[config.mk]
export PLATFORM = sky130hd
export DESIGN_NAME = load_store_unit
export DESIGN_NICKNAME = d
export VERILOG_FILES = /design/src/rtl/load_store_unit.sv
export SDC_FILE = /design/constraint.sdc
export NUM_CORES = 1
export LEC_CHECK = 0
export CAP_MARGIN = 10
export CORE_ASPECT_RATIO = 0.7
export CORE_MARGIN = 3
export CORE_UTILIZATION = 46
export CTS_CLUSTER_DIAMETER = 120
export DETAILED_ROUTE_END_ITERATION = 10
export GPL_TIMING_DRIVEN = 0
export PLACE_DENSITY = 0.81
export SYNTH_ARGS = -nofsm -noshare
export SYNTH_HDL_FRONTEND = slang
export SYNTH_SLANG_ARGS = --single-unit
[constraint.sdc]
create_clock -name clk -period 3.4 [get_ports clk]
set_clock_uncertainty 0.2 [all_clocks]
set_input_delay 0.68 -clock clk [delete_from_list [all_inputs] [get_ports clk]]
set_output_delay 0.68 -clock clk [all_outputs]
set_load 0.05 [all_outputs]
[src/rtl/load_store_unit.sv]
// Load/store unit: converts one datapath load/store into one 64-bit handshaked bus transaction,
// with lane steering, load extension, PC stall, and fault on misaligned/illegal access or timeout.
module load_store_unit #(
   parameter int WIDTH   = 64,
   parameter int TIMEOUT = 255
) (
   input  logic             clk,
   input  logic             rst,
   input  logic             memRead,
   input  logic             memWrite,
   input  logic [2:0]       funct3,
   input  logic [WIDTH-1:0] dataAddress,
   input  logic [WIDTH-1:0] writeData,
   output logic [WIDTH-1:0] readData,
   output logic             stall,
   output logic             fault,
   output logic             busReq,
   output logic             busWe,
   output logic [WIDTH-1:0] busAddr,
   output logic [WIDTH-1:0] busWdata,
   output logic [7:0]       busWstrb,
   input  logic             busAck,
   input  logic [WIDTH-1:0] busRdata,
   output logic [1:0]       lsu_state
);

   localparam int CW = $clog2(TIMEOUT + 1);

   // Bus handshake: busReq rises in REQ and stays high with stable address/data/strobes until
   // busAck is seen on a rising edge; busAck outside REQ is ignored.
   typedef enum logic [1:0] {IDLE = 2'd0, REQ = 2'd1, DONE = 2'd2} state_t;

   state_t           state_q, state_d;
   logic [WIDTH-1:0] addr_q, wdata_q;
   logic [1:0]       size_q;
   logic             uns_q, we_q, to_q;
   logic [7:0]       strb_q;
   logic [CW-1:0]    cnt_q;

   logic             req, illegal, misal, bad;
   logic [2:0]       lane;
   logic [7:0]       strb_new;
   logic [WIDTH-1:0] wdata_new;
   logic [WIDTH-1:0] sh, ext;
   logic             accept, reject, ack_take, timeout_hit;

   assign req  = (memRead | memWrite) & ~rst;
   assign lane = dataAddress[2:0];

   always_comb begin
      illegal = (memRead & memWrite) | (memRead & (funct3 == 3'b111)) | (memWrite & funct3[2]);
      misal   = 1'b0;
      case (funct3[1:0])
         2'b01:   misal = dataAddress[0];
         2'b10:   misal = |dataAddress[1:0];
         2'b11:   misal = |dataAddress[2:0];
         default: misal = 1'b0;
      endcase
      bad = illegal | misal;
   end

   always_comb begin
      strb_new = 8'h00;
      case (funct3[1:0])
         2'b00:   strb_new = 8'h01 << lane;
         2'b01:   strb_new = 8'h03 << lane;
         2'b10:   strb_new = 8'h0F << lane;
         default: strb_new = 8'hFF;
      endcase
      wdata_new = writeData << {lane, 3'b000};
   end

   // Load data: bring the addressed lane down to bit 0, then extend by size.
   always_comb begin
      sh  = busRdata >> {addr_q[2:0], 3'b000};
      ext = sh;
      case (size_q)
         2'b00:   ext = uns_q ? {{(WIDTH-8){1'b0}}, sh[7:0]}   : {{(WIDTH-8){sh[7]}}, sh[7:0]};
         2'b01:   ext = uns_q ? {{(WIDTH-16){1'b0}}, sh[15:0]} : {{(WIDTH-16){sh[15]}}, sh[15:0]};
         2'b10:   ext = uns_q ? {{(WIDTH-32){1'b0}}, sh[31:0]} : {{(WIDTH-32){sh[31]}}, sh[31:0]};
         default: ext = sh;
      endcase
   end

   always_comb begin
      state_d     = state_q;
      stall       = 1'b0;
      fault       = 1'b0;
      busReq      = 1'b0;
      accept      = 1'b0;
      reject      = 1'b0;
      ack_take    = 1'b0;
      timeout_hit = 1'b0;
      case (state_q)
         IDLE: begin
            if (req && bad) begin
               fault  = 1'b1;
               reject = 1'b1;
            end else if (req) begin
               stall   = 1'b1;
               accept  = 1'b1;
               state_d = REQ;
            end
         end
         REQ: begin
            stall  = 1'b1;
            busReq = 1'b1;
            if (busAck) begin
               ack_take = 1'b1;
               state_d  = DONE;
            end else if (cnt_q == CW'(TIMEOUT - 1)) begin
               timeout_hit = 1'b1;
               state_d     = DONE;
            end
         end
         DONE: begin
            fault   = to_q;
            state_d = IDLE;
         end
         default: state_d = IDLE;
      endcase
   end

   always_ff @(posedge clk) begin
      if (rst) begin
         state_q  <= IDLE;
         addr_q   <= '0;
         wdata_q  <= '0;
         size_q   <= 2'b00;
         uns_q    <= 1'b0;
         we_q     <= 1'b0;
         strb_q   <= 8'h00;
         cnt_q    <= '0;
         to_q     <= 1'b0;
         readData <= '0;
      end else begin
         state_q <= state_d;
         if (accept) begin
            addr_q  <= dataAddress;
            wdata_q <= wdata_new;
            size_q  <= funct3[1:0];
            uns_q   <= funct3[2];
            we_q    <= memWrite;
            strb_q  <= strb_new;
            cnt_q   <= '0;
            to_q    <= 1'b0;
         end
         if (reject) readData <= '0;
         if (state_q == REQ && cnt_q != {CW{1'b1}}) cnt_q <= cnt_q + 1'b1;
         if (ack_take && !we_q) readData <= ext;
         if (timeout_hit) begin
            readData <= '0;
            to_q     <= 1'b1;
         end
         if (state_q == DONE) to_q <= 1'b0;
      end
   end

   assign busWe     = (state_q == REQ) & we_q;
   assign busWstrb  = busWe ? strb_q : 8'h00;
   assign busAddr   = {addr_q[WIDTH-1:3], 3'b000};
   assign busWdata  = wdata_q;
   assign lsu_state = state_q;

endmodule

# == Yosys cells after proc, flatten, opt, wreduce, memory -nomap -nowiden ==
# Index checks and enable logic that the tools add are counted.
# word_totals
reg_bits,215
output_inout_bits,206
# classes
bitwise,10
mux,31
shifts,5
add_sub_neg,1
n_reduce_logical,15
n_eq_ne,13
# ops
operator,count
2-to-1 mux 64 bit,5
one-hot mux 64 bit (3 select lines),1
left shift 64 x 6 -> 64 bit,1
right shift 64 x 6 -> 64 bit,1
2-to-1 mux 8 bit,3
one-hot mux 8 bit (3 select lines),1
2-to-1 mux 1 bit,13
adder 8 x 1 -> 8 bit (second input constant),1
equality test 2 bit (second input constant),4
equality test 8 bit (second input constant),1
2-to-1 mux 2 bit,4
!= test 8 bit (second input constant),1
left shift 1 x 3 -> 8 bit (first input constant),1
left shift 2 x 3 -> 8 bit (first input constant),1
left shift 4 x 3 -> 8 bit (first input constant),1
equality test 2 x 1 -> 1 bit (second input constant),3
logical NOT 2 bit,3
nonzero test 2 bit,3
OR reduction 2 bit,3
AND 1 bit,5
!= test 2 bit (second input constant),2
OR 1 bit,4
one-hot mux 1 bit (2 select lines),2
one-hot mux 2 bit (2 select lines),1
other kinds (8),10

# == Depth between registers and ports, before layout ==
# Gate-level depths: netlist of the first run.
# logic_depth
ltp_word,10
ltp_mapped,9
depth_no_buf,7

# == Worst setup path before layout of the first run ==
# Ideal clock, no wire load.
# synth_path
kind,input -> output
from,in funct3[0]
to,out stall
arrival_time_ns,2.576
required_ns,2.520
setup_slack_ns,-0.056
path_buffers,2
stages,8
cell_sequence,inv_1 ha_1 a211oi_1 or4_1 nand3_1 buf_2 buf_1 nand2_1
# synth_via
elab_chain_cells,8
elab_cells_between_ends,12
classes_between,eq/ne: 4; mux: 3; bitwise: 4; reduce/logical: 1
# synth_rtl
element,line,text
from (decl),11,"input logic [2:0] funct3,"
equality test 3 bit,51,illegal = (memRead & memWrite) | (memRead & (funct3 == 3'b111)) | (memWrite & funct3[2]);
AND 1 bit,51,
OR 1 bit (2 in a row),51,
OR 1 bit *,59,bad = illegal | misal;
logical AND 1 bit *,96,if (req && bad) begin
2-to-1 mux 1 bit *,96,
one-hot mux 1 bit (2 select lines) *,94,case (state_q)
to (decl),15,"output logic stall,"
# Every way passes the cells marked *; elsewhere a longest branch is shown, timed or not.

# == Worst setup path in the final report of the first run ==
# layout_path
from,in dataAddress[2]
to,out stall
# layout_via
elab_chain_cells,6
# layout_rtl
element,line,text
from (decl),12,"input logic [WIDTH-1:0] dataAddress,"
OR reduction 3 bit,56,2'b11: misal = |dataAddress[2:0];
one-hot mux 1 bit (3 select lines),53,case (funct3[1:0])
OR 1 bit,59,
logical AND 1 bit,96,
2-to-1 mux 1 bit,96,
one-hot mux 1 bit (2 select lines),94,
# Every way passes these cells.

==> flow_summary_export.csv, run 1 <==
group,metric,value,unit
synth,syn_area_per_cell,8.48,um^2
synth,synthesis.instances,1399,
global_routing,grt_first_pass_wirelength,77.0,mm
timing,final-hold-violation-count,0,
floorplan,start_util,47.5,%
timing,grt_setup_unrepaired,"false",
setup_path,criticalPathCategory,"input pin to primary output",
setup_path,timing.critical_path.required,2.52,ns
synth,ys_top_cells_by_area,"sky130_fd_sc_hd__dfxtp_1, sky130_fd_sc_hd__nand2_1, sky130_fd_sc_hd__mux4_2",
timing,final-max-slew-violation-count,0,
synth,synth_edf_count,0,
floorplan,placementRows,48,
floorplan,io_pins,406,
floorplan,floorplan.die_area,27800,um^2
clock_network,buffers_from_clock_root_to_sink_at_most,3,
global_routing,grt_overall_usage,36.2,%
clock_network,cts.sinks,215,
cells_and_area,final_layout_size_suffix_gt1_share,12.6,%
place,gp_congestion,1.06,
setup_path,timing.critical_path.to_type,"primary output",
clock_network,cts_hold_repair.buffers,0,
power_and_ir_drop,power_leakage,6.45,nW
global_routing,gr-total-overflow,0,
route,drt-initial-drc-count,1399,
floorplan,core_area,25000,um^2
setup_path,r2r.worst_path.cells,8,
cells_and_area,nets,2033,
route,wl_per_cell,24.4,um
synth,netlist.area_leader.share,36.3,%
route,vias,12962,
setup_path,max_stage_delay,0.56,ns
timing,final_min_period_over_clock_period,100,%
setup_path,crit_path_top_delay_cell,"sky130_fd_sc_hd__clkdlybuf4s50_1",
timing,clock.fmax,0.294,GHz
synth,synthesis.area,11900,um^2
route,drc_violations_left,0,
setup_path,critPathArrivalTime,2.52,ns
synth,synthDominantAreaCellType,"sky130_fd_sc_hd__dfxtp_1",
clock_network,clock_latency,0.51,ns
synth,yosys.cell_types.count,63,
synth,yosys_register_bits,215,
place,detailed_place_hpwl,42.4,mm
clock_network,numCtsBuffers,22,
synth,async_reset_ff_share,0,%
setup_path,critical_path.most_common_cell,"sky130_fd_sc_hd__buf_12",
timing,timing.max_slew.rel_slack,23.0,%
timing,max_slew.worst_pin.slew,1.13,ns
cells_and_area,areaGrowthSynthToFinish,44.3,%
route,drtAntennaViolNets,0,
synth,synth-main-ff-cell,"sky130_fd_sc_hd__dfxtp_1",
setup_path,timing.critical_path.fanout_max,10,
timing,finalWorstSetupSlack,-0.00252,ns
setup_path,crit_path_start_kind,"input pin",
setup_path,r2r_slack,0.33,ns
power_and_ir_drop,worst_ir_drop_vdd,0.432,mV
status,status,"finished, violations left",
power_and_ir_drop,power_density,427,nW/um^2
min_path,worst_hold_path.num_cells,2,
clock_network,clk_pin_slew,0.06,ns
timing,fin_crit,3.40,ns
route,drtPass1Iterations,6,
clock_network,tritoncts_clock_tree,"yes",
setup_path,critPathTopFamily,"buffers and inverters",
synth,synth_commonest_cells,"sky130_fd_sc_hd__nand2_1, sky130_fd_sc_hd__dfxtp_1, sky130_fd_sc_hd__a21oi_1",
global_routing,initial_antenna_violation_count,1,
global_routing,via_count_of_the_first_global_routing_pass,12250,
route,detail_routed_via_count_per_cell,5.98,
clock_network,ctsRootBufferMaster,"sky130_fd_sc_hd__clkbuf_16",
synth,ys_warn_count,0,
global_routing,grt_start_max_net_pins,16,
timing,setup_total_negative_slack,-0.00252,ns
synth,synth-seq-area-share,36.3,%
timing,report.final.setup_viol,1,
setup_path,worst-path-stages,8,
floorplan,die-height,140,um
route,routed_wl,52.8,mm
clock_network,htreeDepth,1,
cells_and_area,post-route-cell-area,17100,um^2
place,placed_cell_area,16300,um^2
place,portBuffers,401,
synth,yosys.cell_count.top_type,"sky130_fd_sc_hd__nand2_1",
status,failed_checks,"setup timing",
floorplan,die_span_x,198,um
job,maxCapViolCount,0,
min_path,hp_class,"register to register",
setup_path,chain_of_cells_forming_the_critical_path,"clkdlybuf4s50_1, nor3_1, or4_4, nand3_4, buf_12, buf_12, nand2_2, buf_6",
setup_path,critical_path.n_buffers_inverters,4,
[metal layers]
layer  wire length (um)  global-route usage (%)  share of wire (%)  vias to the layer above
met1              22500                    51.5                 43                     6210
met5                  0                       0                  0                        -
met2              21700                    52.1                 41                      830
met3               7210                    13.8                 14                      100
met4               1440                    8.34                2.7                        0
li1                   -                       -                  -                     5822
[sequential cells by signal, indices dropped and copies added (netlist names)]
name / cells
addr_q: 64
busWdata: 64
readData: 64
cnt_q: 8
strb_q: 8
lsu_state: 2
size_q: 2
to_q: 1
uns_q: 1
we_q: 1
[cell usage in the layout, fill, tap and decap left out, drive strengths merged, types with 4 or more instances in the layout]
cell type / n
clkdlybuf4s50: 386
nand2: 218
dfxtp: 215
a21oi: 142
nor2: 121
clkbuf: 116
buf: 114
mux2i: 76
nor3: 42
o21ai: 37
mux4: 36
mux2: 33
a211oi: 30
nand3: 24
a2bb2oi: 23
a22o: 20
a22oi: 18
nor2b: 15
a211o: 15
o22ai: 11
and3: 10
nand3b: 10
a32o: 9
nor3b: 8
o22a: 7
a221o: 7
or3: 7
inv: 7
ha: 7
clkinv: 7
and2: 6
o2bb2ai: 5
a311oi: 4
o211ai: 4
a31oi: 4
dlygate4sd2: 4
and4: 4
[timing repair]
action / CTS / global route
setup buffers: 0 / 1
endpoints found under the hold margin: 0 / 0
gates resized for setup: 45 / 24
endpoints found under the setup margin: 88 / 11
[worst register-to-register path, delay by kind of cell (launching register included)]
kind / cells / cell delay [ns]
mux: 1 / 0.26
buf+inv: 3 / 1.12
simple gates: 1 / 0.06
compound gates: 3 / 1.01
flops: 1 / 0.31
[path summary, 6_finish.rpt]
path / start / endpoint
setup reg to reg: addr_q[1] / readData[12]
hold reg to reg: busWdata[24] / busWdata[24]
hold / removal: busWdata[24] / busWdata[24]
setup / recovery: dataAddress[2] / stall
[cell families (layout without fill, tap and decap cells)]
group | Yosys count | after routing | share of synthesized area (%)
xor+xnor | 4 | 4 | 0.295
flops | 215 | 215 | 36.3
fa+ha+maj | 7 | 7 | 0.739
buf+inv | 200 | 641 | 8.89
compound gates | 347 | 347 | 19.3
other cells | 1 | 4 | 0.0316
mux | 145 | 145 | 16.4
simple gates | 480 | 480 | 18.0
[power by group]
part,leakage (nW),switching [mW],internal (mW)
Sequential,1.74,0.0674,2.63
Clock,0.380,1.07,1.56
Combinational,4.33,1.20,0.776
[per-stage QoR]
stage               instances  total power, mW  worst slack [ns]  utilization (%)  hold WS [ns]
finish                   2168             7.30          -0.00252             68.5         0.254
global route             2168             7.52            0.0151             68.5         0.265
CTS                      2167             7.28            -0.107             68.5         0.253
detailed placement       2127             4.65             -1.85             65.2         0.244
global placement         2127             4.64             -1.84             65.2         0.241
floorplan                1401             3.84            0.0384                -         0.237
[area by class of cell]
class / instances / area (um^2)
multi-input cells: 986 / 6560
flip-flops and latches: 215 / 4300
diodes: 1 / 2.50
inverters: 8 / 30.0
plain buffers: 191 / 1060
fillers: 2013 / 7870
well taps: 325 / 407
clock inverters: 12 / 150
repair buffers: 402 / 3980
clock buffers: 28 / 634
No activity file was read; power rests on OpenSTA's default activity.
==> run 2: changes to the inputs <==
- GPL_TIMING_DRIVEN: 0 -> not set
- MAX_ROUTING_LAYER: not set -> met4
==> flow_summary_export.csv, run 2 (synthesized netlist as in run 1, its figures left out) <==
group,metric,value,unit
status,status,"finished, final reports clean",
global_routing,via_count_of_the_first_global_routing_pass,11486,
timing,clock.fmax,0.305,GHz
setup_path,timing.critical_path.required,2.52,ns
floorplan,core_area,25000,um^2
floorplan,die_span_x,198,um
cells_and_area,multi_input_combinational_cell_area,6540,um^2
place,placed_cell_area,15900,um^2
clock_network,clk_pin_slew,0.06,ns
global_routing,gr-total-overflow,0,
clock_network,cts_hold_repair.buffers,0,
setup_path,critical_path.most_common_cell,"sky130_fd_sc_hd__nand2_1",
cells_and_area,post_layout_nonfiller_instances,2053,
route,routed_wl,44.1,mm
clock_network,numCtsBuffers,22,
setup_path,critPathArrivalTime,2.40,ns
min_path,worst_hold_path.num_cells,2,
setup_path,critical_path.n_buffers_inverters,3,
setup_path,max_stage_delay,0.56,ns
timing,final-hold-violation-count,0,
setup_path,timing.critical_path.to_type,"primary output",
cells_and_area,nets,1905,
route,drc_violations_left,0,
cells_and_area,layout.area.seq,4310,um^2
global_routing,grt_start_max_net_pins,90,
timing,finalWorstSetupSlack,0.118,ns
clock_network,buffers_from_clock_root_to_sink_at_most,3,
setup_path,crit_path_top_delay_cell,"sky130_fd_sc_hd__or4_4",
cells_and_area,finish.utilization,67.2,%
setup_path,criticalPathCategory,"input pin to primary output",
power_and_ir_drop,worst_ir_drop_vdd,0.350,mV
setup_path,r2r.worst_path.cells,5,
timing,grt_setup_unrepaired,"false",
cells_and_area,areaGrowthSynthToFinish,41.6,%
timing,report.final.setup_viol,0,
clock_network,postCtsSetupBuffers,0,
cells_and_area,mostFrequentLayoutCell,"sky130_fd_sc_hd__clkdlybuf4s50_1",
min_path,worst_hold_startpoint,"rst",
global_routing,grt_first_pass_wirelength,65.9,mm
route,wl_per_cell,21.5,um
place,gp_congestion,0.994,
floorplan,floorplan.die_area,27800,um^2
clock_network,clock_latency,0.52,ns
cells_and_area,commonest_cells_after_routing_fill_and_taps_aside,"sky130_fd_sc_hd__clkdlybuf4s50_1, sky130_fd_sc_hd__nand2_1, sky130_fd_sc_hd__dfxtp_1",
clock_network,tritoncts_clock_tree,"yes",
route,vias,11990,
floorplan,start_util,47.5,%
setup_path,chain_of_cells_forming_the_critical_path,"dlygate4sd2_1, inv_1, ha_2, a211oi_1, or4_4, nand2_1, nand2_1, o21ai_0, buf_4",
clock_network,cts.sinks,215,
floorplan,placementRows,48,
timing,final-max-slew-violation-count,0,
setup_path,reg2reg_from,"addr_q[1]",
min_path,hp_class,"input pin to register",
place,pre_cts_ws,-0.188,ns
min_path,worst_hold_path_endpoint,"we_q",
power_and_ir_drop,power_leakage,6.21,nW
place,detailed_place_hpwl,33.5,mm
timing,max_slew.worst_pin.slew,0.923,ns
timing,fin_crit,3.28,ns
global_routing,grt_overall_usage,31.0,%
place,portBuffers,402,
route,drt-initial-drc-count,1227,
route,drtPass1Iterations,5,
power_and_ir_drop,power_density,434,nW/um^2
clock_network,ctsRootBufferMaster,"sky130_fd_sc_hd__clkbuf_16",
cells_and_area,post-route-cell-area,16800,um^2
setup_path,critPathTopFamily,"simple AND/OR/NAND/NOR gates",
setup_path,regToRegEndpoint,"readData[46]",
timing,final_min_period_over_clock_period,96.5,%
clock_network,cts_resized,4,
power_and_ir_drop,design_power_total,7.29,mW
setup_path,timing.critical_path.fanout_max,5,
global_routing,initial_antenna_violation_count,15,
job,maxCapViolCount,0,
timing,setup_total_negative_slack,0,ns
route,drtAntennaViolNets,0,
place,place_inst,1999,
timing,hold_ws,0.168,ns
cells_and_area,fillerInstances,2007,
clock_network,htreeDepth,1,
setup_path,r2r_slack,0.63,ns
floorplan,die-height,140,um
floorplan,io_pins,406,
timing,timing.max_slew.rel_slack,38.0,%
cells_and_area,final_layout_size_suffix_gt1_share,11.1,%
route,detail_routed_via_count_per_cell,5.84,
setup_path,crit_path_start_kind,"input pin",
[run 2: cell types whose count changed in the layout (fill, tap and decap cells not counted), moves of 5 or more]
cell                              change
sky130_fd_sc_hd__buf_2               -26
sky130_fd_sc_hd__buf_6                -5
sky130_fd_sc_hd__diode_2             +13
sky130_fd_sc_hd__clkbuf_2            -10
sky130_fd_sc_hd__buf_4               -13
sky130_fd_sc_hd__buf_1               -14
sky130_fd_sc_hd__buf_12              +12
sky130_fd_sc_hd__clkbuf_1            -78
sky130_fd_sc_hd__clkdlybuf4s50_1      +9
[run 2: routing by layer]
layer,up-vias,routed length (um),GRT usage (%)
met4,0,1490,11.3
met2,645,18500,42.6
met5,-,0,-
met3,95,5490,11.7
li1,5565,-,-
met1,5685,18600,41.3
[run 2: worst max path at each step]
stage / slack (ns) / start / to / depth (start not counted)
6_report: 0.12 / funct3[0] / fault / 9
3_3_place_gp: -0.14 / funct3[0] / fault / 9
4_1_cts: 0.12 / funct3[0] / fault / 9
3_5_place_dp: -0.19 / funct3[0] / fault / 9
5_1_grt: 0.03 / lsu_state[1] / busWstrb[1] / 4
2_1_floorplan: 0.04 / funct3[0] / stall / 8
[run 2: worst reg2reg max path, cell delays in order (launching register included)]
cell and delay (ns):
sky130_fd_sc_hd__dfxtp_2 0.40, sky130_fd_sc_hd__nor2b_1 0.66, sky130_fd_sc_hd__a22oi_1 0.30, sky130_fd_sc_hd__and4_4 0.28, sky130_fd_sc_hd__or3_4 0.52, sky130_fd_sc_hd__a32o_1 0.32
[run 2: layout make-up]
| cell class | count | share of cell area (%) |
|---|---|---|
| sequential | 215 | 25.6 |
| multi-input combinational | 986 | 39.0 |
| antenna | 14 | 0.209 |
| timing repair buffer | 465 | 27.7 |
| clock inverter | 10 | 0.924 |
| clock buffer | 30 | 3.94 |
| inverter | 8 | 0.179 |
| tap | 325 | 2.42 |
[run 2: report_power, final]
part | switching [mW] | internal [mW]
sequential | 0.0756 | 2.63
clock | 1.07 | 1.67
combinational | 1.08 | 0.766
